### config.mk
export PLATFORM = sky130hd
export DESIGN_NAME = bus_arbiter
export DESIGN_NICKNAME = d
export VERILOG_FILES = /design/src/rtl/bus_arbiter.sv
export SDC_FILE = /design/constraint.sdc
export NUM_CORES = 1
export LEC_CHECK = 0
export ABC_AREA = 1
export ABC_CLOCK_PERIOD_IN_PS = 2390
export CORE_UTILIZATION = 39
export CTS_BUF_LIST = sky130_fd_sc_hd__clkbuf_8
export CTS_CLUSTER_DIAMETER = 120
export DETAILED_ROUTE_END_ITERATION = 6
export PLACE_DENSITY = 0.83
export SETUP_SLACK_MARGIN = 0.4
export SYNTH_ARGS = -nofsm -noshare
export SYNTH_HDL_FRONTEND = slang
export SYNTH_SLANG_ARGS = --single-unit
### constraint.sdc
create_clock -name clk -period 2.39 [get_ports clk]
set_input_delay 0.239 -clock clk [delete_from_list [all_inputs] [get_ports clk]]
set_output_delay 0.239 -clock clk [all_outputs]
set_load 0.01 [all_outputs]
### src/rtl/bus_arbiter.sv
// bus_arbiter: round-robin arbiter for the shared 16-bit memory bus.
// Requests are serialised into fixed-length memory transactions. Each
// transaction runs IDLE -> ACCESS (WAIT_CYCLES cycles) -> DONE, and every
// output is registered.
//
// Ports:
//   clk          system clock; all state changes on the rising edge
//   reset        asynchronous, active-high reset
//   req          per-master request level, sampled only in IDLE
//   we           per-master write (1) / read (0)
//   addr_in      master i address in bits [16i+15:16i]
//   wdata_in     master i write data, same packing
//   grant        one-hot bus owner, 0 when idle
//   done         one-cycle completion pulse to the owner
//   rdata        read data, valid while done is high
//   mem_address  shared bus address
//   mem_r/mem_w  read/write strobes
//   mem_wdata    write data to memory
//   mem_rdata    read data from memory
module bus_arbiter #(
  parameter int MASTERS      = 3,
  parameter int WAIT_CYCLES  = 1,
  parameter int CPU_PRIORITY = 0
) (
  input  logic                   clk,
  input  logic                   reset,
  input  logic [MASTERS-1:0]     req,
  input  logic [MASTERS-1:0]     we,
  input  logic [16*MASTERS-1:0]  addr_in,
  input  logic [16*MASTERS-1:0]  wdata_in,
  output logic [MASTERS-1:0]     grant,
  output logic [MASTERS-1:0]     done,
  output logic [15:0]            rdata,
  output logic [15:0]            mem_address,
  output logic                   mem_r,
  output logic                   mem_w,
  output logic [15:0]            mem_wdata,
  input  logic [15:0]            mem_rdata
);

  localparam int          IW = (MASTERS > 1) ? $clog2(MASTERS) : 1;
  localparam int unsigned NM = MASTERS;

  typedef enum logic [1:0] {S_IDLE, S_ACCESS, S_DONE} state_t;

  state_t              r_state, w_state_n;
  logic [IW-1:0]       r_idx, r_last;
  logic                r_we;
  logic [3:0]          r_cnt;

  logic [IW-1:0]       w_win, w_cand;
  logic                w_found;

  logic [IW-1:0]       w_idx_n, w_last_n;
  logic                w_we_n;
  logic [3:0]          w_cnt_n;
  logic [MASTERS-1:0]  w_grant_n, w_done_n;
  logic [15:0]         w_rdata_n, w_addr_n, w_wdata_n;
  logic                w_r_n, w_w_n;

  // Winner selection: scan last+1, last+2, ... (mod MASTERS); optional CPU override.
  always_comb begin
    w_win   = r_last;
    w_cand  = '0;
    w_found = 1'b0;
    if (CPU_PRIORITY != 0 && req[0]) begin
      w_win   = '0;
      w_found = 1'b1;
    end else begin
      for (int unsigned k = 1; k <= NM; k++) begin
        w_cand = IW'((32'(r_last) + k) % NM);
        if (!w_found && req[w_cand]) begin
          w_win   = w_cand;
          w_found = 1'b1;
        end
      end
    end
  end

  // State register
  always_ff @(posedge clk or posedge reset) begin
    if (reset) r_state <= S_IDLE;
    else       r_state <= w_state_n;
  end

  // Next-state logic
  always_comb begin
    w_state_n = r_state;
    case (r_state)
      S_IDLE:   if (|req)         w_state_n = S_ACCESS;
      S_ACCESS: if (r_cnt == '0)  w_state_n = S_DONE;
      S_DONE:                     w_state_n = S_IDLE;
      default:                    w_state_n = S_IDLE;
    endcase
  end

  // Output/datapath next values; computed against the transition so that
  // the registered outputs line up with the state being entered.
  always_comb begin
    w_idx_n   = r_idx;
    w_last_n  = r_last;
    w_we_n    = r_we;
    w_cnt_n   = r_cnt;
    w_grant_n = grant;
    w_done_n  = '0;
    w_rdata_n = rdata;
    w_addr_n  = mem_address;
    w_r_n     = mem_r;
    w_w_n     = mem_w;
    w_wdata_n = mem_wdata;
    case (r_state)
      S_IDLE: begin
        if (|req) begin
          w_idx_n   = w_win;
          w_last_n  = w_win;
          w_we_n    = we[w_win];
          w_cnt_n   = 4'(WAIT_CYCLES - 1);
          w_grant_n = MASTERS'(1) << w_win;
          w_addr_n  = addr_in[16*w_win +: 16];
          w_r_n     = !we[w_win];
          w_w_n     = we[w_win];
          w_wdata_n = we[w_win] ? wdata_in[16*w_win +: 16] : '0;
        end
      end
      S_ACCESS: begin
        if (r_cnt == '0) begin
          if (!r_we) w_rdata_n = mem_rdata;
          w_addr_n  = '0;
          w_r_n     = 1'b0;
          w_w_n     = 1'b0;
          w_wdata_n = '0;
          w_done_n  = MASTERS'(1) << r_idx;
        end else begin
          w_cnt_n = r_cnt - 4'd1;
        end
      end
      S_DONE: begin
        w_grant_n = '0;
        w_rdata_n = '0;
      end
      default: ;
    endcase
  end

  always_ff @(posedge clk or posedge reset) begin
    if (reset) begin
      r_idx       <= '0;
      r_last      <= IW'(MASTERS - 1);
      r_we        <= 1'b0;
      r_cnt       <= '0;
      grant       <= '0;
      done        <= '0;
      rdata       <= '0;
      mem_address <= '0;
      mem_r       <= 1'b0;
      mem_w       <= 1'b0;
      mem_wdata   <= '0;
    end else begin
      r_idx       <= w_idx_n;
      r_last      <= w_last_n;
      r_we        <= w_we_n;
      r_cnt       <= w_cnt_n;
      grant       <= w_grant_n;
      done        <= w_done_n;
      rdata       <= w_rdata_n;
      mem_address <= w_addr_n;
      mem_r       <= w_r_n;
      mem_w       <= w_w_n;
      mem_wdata   <= w_wdata_n;
    end
  end

endmodule
==> metrics.cfg, run 1 <==
[run_status]
status = finished, violations left
violations = setup timing

[route]
met3_length_um = 1170
drc = 0
wl_met2_um = 7300
dr_total_vias = 4568
drt_iter0_drc = 285
viasPerCell = 5.45
finalWirelength_um = 14400
wl_per_cell_um = 17.2
drt-pass1-iter-count = 5
wl_met1_um = 5420
final_antenna_net_count = 0
top_layer_used = met4

[worst_setup_path]
cp_slowest_cell = dfstp_2
rr_startpoint = r_last[1]
worstSetupStartpointType = register
crit_fanout = 7
crit_chain = ha_4 -> inv_4 -> buf_6 -> nand2_2 -> nor2_2 -> o21ai_2 -> nand2_4 -> nand2_4 -> nand2_4 -> nand2_8 -> buf_12 -> inv_8 -> nand3_4 -> nand3_4 -> nand3_1 -> nand2_1
crit_top_cell = nand2_4
cp_slowest_stage_delay_ns = 0.58
startpoint = r_last[1]
crit_type = register to register
crit_arrival_ns = 2.68
cp.required_ns = 2.67
r2r_slack_ns = -0.01
critPathCaptureType = register

[yosys]
post_synth_instance_area_um2 = 3760
seq_area_frac_synth_pct = 44.0
postSynthAreaPerCell_um2 = 7.62
syn-num-nets = 619
ys_top_cells_by_area = dfrtp_1, nand3_1, nand2_1
yosys.area.top_type = dfrtp_1
ys_warn_count = 0
synth.top_cell.area_share_pct = 43.3
ys_types = 30
synth_seq_cells = 66
synthCells = 493

[clock_tree]
cts_tree = built
htree_levels = 3
path_clk_slew_ns = 0.08
clk_path_buf_depth = 2
root_buffer = clkbuf_8
clock_sinks = 66
clkLatencyLatePin_ns = 0.35
cts_buffers = 9

[global_route]
antenna_found_initial = 0
grt-ovfl-total = 0
grt_pass1_wl_um = 21300
grt.total_usage_pct = 27.2
grt_max_degree = 35
grt_pass1_vias = 4501

[placed_design]
gp_congestion = 0.889
place_hpwl_um = 8750
post-place-ws_ns = 0.0135
io_buffers = 175

[run]
cap_viol_max_count = 0

[sta]
finalClockSkew_ns = 0.0138
rsz0062_at_grt = yes
min_period_over_period_pct = 100
fmax_mhz = 417
setup_viol = 1
worstMarginPinSlew_ns = 0.637
setup_ws_ns = -0.0109
slew_headroom_pct = 57.4
period_needed_ns = 2.40
final-max-slew-violation-count = 0
finalHoldViolCount = 0

[finish]
n_antenna_cell = 0
syn_to_final_growth_pct = 78.6
num-nets-final = 830
layout-drive-gt1-share_pct = 21.9
fill_cells = 665

[floorplan]
ios = 176
die_area_um2 = 10000
start_util_pct = 40.5
fp-row-count = 35
fp.dieW_um = 100
dieHeight_um = 100
core_area_um2 = 9280

[min_path]
holdCritPathClass = primary input to async pin

## per-layer routing
layer  GRT usage, %  vias to the layer above
met5              0                        -
met2           46.6                      283
li1               -                     2089
met3           6.82                       49
met4           13.4                        0
met1           31.7                     2147
## per-stage QoR
step | instance area (um^2) | instances | hold WS, ns | utilization (%) | setup TNS, ns
final | 6710 | 838 | 0.284 | 72.3 | -0.0109
after floorplan | 3820 | 493 | 0.380 | - | 0
after CTS | 6340 | 827 | 0.291 | 68.3 | 0
after global placement | 5730 | 785 | 0.450 | 61.7 | 0
after global routing | 6710 | 838 | 0.344 | 72.3 | -1.95
after detailed placement | 5730 | 785 | 0.459 | 61.7 | 0
## placed cells by master (no fill, tap or decap), types with 2 or more instances in the layout
cell,instances
nor2_1,3
clkinvlp_4,2
nand2_8,3
nand2_4,8
nand2_2,10
nand3_1,138
buf_8,3
nand2_1,139
buf_6,6
nand3_4,9
buf_4,27
o21ai_0,7
clkbuf_8,9
nand3_2,33
nor2_4,5
inv_4,2
buf_12,7
nor2_8,3
nor3_1,5
nor2_2,2
o21ai_1,2
dfrtp_1,64
nand4_1,3
nand3b_1,2
ha_4,2
clkdlybuf4s50_1,175
inv_2,9
inv_6,3
ha_1,4
inv_8,2
inv_1,10
## cells by family after synthesis
kind of cell    after synthesis  synth area share, %
compound gates               13                 1.76
buf+inv                      49                 6.19
simple gates                359                 46.1
flops                        66                 44.0
fa+ha+maj                     6                 2.00
## final cells by class
| type | count | area [um^2] | share of cell area [%] |
|---|---|---|---|
| multi-input cells | 384 | 2320 | 34.6 |
| repair buffers | 219 | 2230 | 33.3 |
| flip-flops and latches | 66 | 1650 | 24.7 |
| well taps | 129 | 161 | 2.41 |
| clock buffers | 9 | 124 | 1.85 |
| inverters | 23 | 118 | 1.75 |
| clock inverters | 7 | 82.6 | 1.23 |
| repair inverters | 1 | 11.3 | 0.168 |
## sequential cells by signal (all words and copies together) (netlist names), 2 cells and up
register and count:
done 3, grant 3, mem_address 16, mem_wdata 16, r_cnt 4, r_idx 2, r_state 2, rdata 16
## path summary, 6_finish.rpt
kind	endpoint	cells after the start
worst max-delay path	mem_wdata[13]	16
worst min-delay path	mem_address[5]	2
worst max register to register	mem_wdata[13]	16
worst min register to register	mem_address[11]	2
max in group asynchronous	r_last[1]	3
min in group clk	rdata[7]	3
## worst max-delay path, delay by kind of cell (launching register included)
family	cells	cell delay, ns
AOI/OAI and AO/OA	1	0.10
adders and majority gates	1	0.25
buffers and inverters	4	0.44
DFF	1	0.58
and+or+nand+nor	10	0.96
## timing repair
item,CTS,global route
pin swaps,17,55
buffers inserted,19,9
gates cloned,7,2
gates resized for setup,33,56
setup endpoints to repair,41,57
hold buffers,0,0
## synthesized netlist by cell type
| cell type | number |
|---|---|
| a21oi_1 | 1 |
| a31oi_1 | 1 |
| buf_2 | 8 |
| buf_4 | 5 |
| buf_6 | 2 |
| clkbuf_1 | 11 |
| clkinv_1 | 1 |
| dfrtp_1 | 65 |
| dfstp_2 | 1 |
| ha_1 | 6 |
| inv_1 | 13 |
| inv_2 | 8 |
| inv_6 | 1 |
| nand2_1 | 156 |
| nand2_2 | 1 |
| nand2_4 | 3 |
| nand3_1 | 172 |
| nand3_2 | 2 |
| nand3_4 | 3 |
| nand3b_1 | 2 |
| nand4_1 | 3 |
| nor2_1 | 5 |
| nor2_2 | 1 |
| nor2_4 | 1 |
| nor2_8 | 3 |
| nor3_1 | 5 |
| nor3_2 | 1 |
| o21ai_0 | 9 |
| o21ai_1 | 2 |
| or2_2 | 1 |
Power of run 1 is not shown: default switching activity piles up to over one toggle a cycle in this logic, so the estimate is an artifact.
==> run 2, diff against run 1 <==
--- a/config.mk
+++ b/config.mk
@@ -8,7 +8,7 @@
 export ABC_AREA = 1
 export ABC_CLOCK_PERIOD_IN_PS = 2390
 export CORE_UTILIZATION = 39
-export CTS_BUF_LIST = sky130_fd_sc_hd__clkbuf_8
+export CTS_BUF_LIST = sky130_fd_sc_hd__clkbuf_2
 export CTS_CLUSTER_DIAMETER = 120
 export DETAILED_ROUTE_END_ITERATION = 6
 export PLACE_DENSITY = 0.83
==> metrics.cfg, run 2 (synthesis gave the netlist of run 1 again) <==
[worst_setup_path]
crit_type = register to register
r2r_slack_ns = 0.02
cp.required_ns = 2.86
rr_startpoint = r_last[1]
crit_chain = ha_4 -> inv_4 -> nand3_1 -> nand2_2 -> nand2_1 -> nor2_2 -> inv_2 -> nand2_8 -> clkinv_16 -> nor2_8 -> buf_12 -> nand2_2 -> nand2_1 -> nand2_1 -> nand3_1
crit_arrival_ns = 2.84
crit_fanout = 8
critPathCaptureType = register
worstSetupStartpointType = register
crit_top_cell = nand2_1
rr_endpoint = mem_address[0]
reg2reg_depth = 15
cp_slowest_stage_delay_ns = 0.62
cp_slowest_cell = dfstp_2

[global_route]
grt.total_usage_pct = 27.5
grt_pass1_vias = 4503
grt-ovfl-total = 0
grt_pass1_wl_um = 21500
grt_max_degree = 35
antenna_found_initial = 1

[sta]
rsz0062_at_grt = yes
setup_ws_ns = 0.0172
fmax_mhz = 421
timing.setup.tns_ns = 0
worstMarginPinSlew_ns = 0.616
finalHoldViolCount = 0
final-max-slew-violation-count = 0
min_period_over_period_pct = 99.3
slew_headroom_pct = 58.9
setup_viol = 0
finalClockSkew_ns = 0.0277
period_needed_ns = 2.37

[clock_tree]
clk_path_buf_depth = 2
cts_tree = built
clkLatencyLatePin_ns = 0.53
clock_sinks = 66
postCtsHoldBufs = 0
cts_buffers = 9
path_clk_slew_ns = 0.23
root_buffer = clkbuf_2
htree_levels = 3

[route]
finalWirelength_um = 14400
wl_per_cell_um = 17.2
viasPerCell = 5.42
drt_iter0_drc = 281
drt-pass1-iter-count = 5
final_antenna_net_count = 0
dr_total_vias = 4538
drc = 0

[floorplan]
die_area_um2 = 10000
core_area_um2 = 9280
dieHeight_um = 100
fp.dieW_um = 100
ios = 176
fp-row-count = 35
start_util_pct = 40.5

[finish]
layout_common_cells = clkdlybuf4s50_1, nand3_1, nand2_1, dfrtp_1, nand3_2
syn_to_final_growth_pct = 76.2
final_common_cell = clkdlybuf4s50_1
largestRegisters = mem_address x16, mem_wdata x16, rdata x16
num-nets-final = 829
layout-drive-gt1-share_pct = 22.3
post-route-util_pct = 71.3

[placed_design]
io_buffers = 175
post-place-ws_ns = 0.0135
gp_congestion = 0.889
place_hpwl_um = 8750

[run_status]
status = completed

[run]
cap_viol_max_count = 0

[min_path]
holdCritPathClass = primary input to async pin

==> run 2: cell types whose count changed in the layout (fill, tap and decap cells not counted), sizes merged <==
| cell | previous run | this run |
|---|---|---|
| nor2 | 13 | 12 |
| diode | 0 | 1 |
==> run 2: worst max-delay path by stage <==
stage                         start              end  slack, ns  cells after the start
final                     r_last[1]   mem_address[0]       0.02                     15
after global routing      r_last[1]   mem_address[0]      -0.09                     17
after CTS                 r_last[1]  mem_address[11]       0.17                     17
after detailed placement     req[2]     mem_wdata[0]       0.01                     14
after global placement       req[1]     mem_wdata[1]        0.1                     14
after floorplan            r_idx[0]    mem_wdata[15]       0.30                     15
==> run 2: through the flow <==
| stage | hold WS (ns) | instances | cell area, um^2 |
|---|---|---|---|
| after floorplan | 0.380 | 493 | 3820 |
| after global placement | 0.450 | 785 | 5730 |
| after detailed placement | 0.459 | 785 | 5730 |
| after CTS | 0.0742 | 830 | 6340 |
| after global routing | 0.109 | 838 | 6620 |
| final | 0.0755 | 838 | 6620 |
==> run 2: what timing repair did <==
item / CTS / global route
pin swaps: 17 / 29
buffers inserted: 23 / 5
cloned: 6 / 2
gates resized for setup: 45 / 49
setup endpoints to repair: 41 / 57
==> run 2: per-layer routing <==
layer	GRT usage [%]	vias to the layer above	wire, um
li1	-	2091	-
met1	32.7	2143	5610
met2	47.3	261	7200
met3	6.89	43	1170
met4	11.5	0	401
met5	0	-	0
==> run 2: area by class of cell <==
| cell class | count | area, um^2 |
|---|---|---|
| inverters | 23 | 118 |
| repair inverters | 1 | 11.3 |
| clock buffers | 9 | 45.0 |
| diodes | 1 | 2.50 |
| flip-flops and latches | 66 | 1650 |
| multi-input cells | 383 | 2300 |
| fillers | 683 | 2660 |
| clock inverters | 7 | 82.6 |
| well taps | 129 | 161 |
| repair buffers | 219 | 2250 |
==> run 2: worst max-delay path: cells and delay by family, from the launching register on <==
kind,cells,cell delay [ns]
DFF,1,0.62
buffers and inverters,4,0.41
and+or+nand+nor,10,1.04
adders and majority gates,1,0.25
Power of run 2 is left out for the same reason.
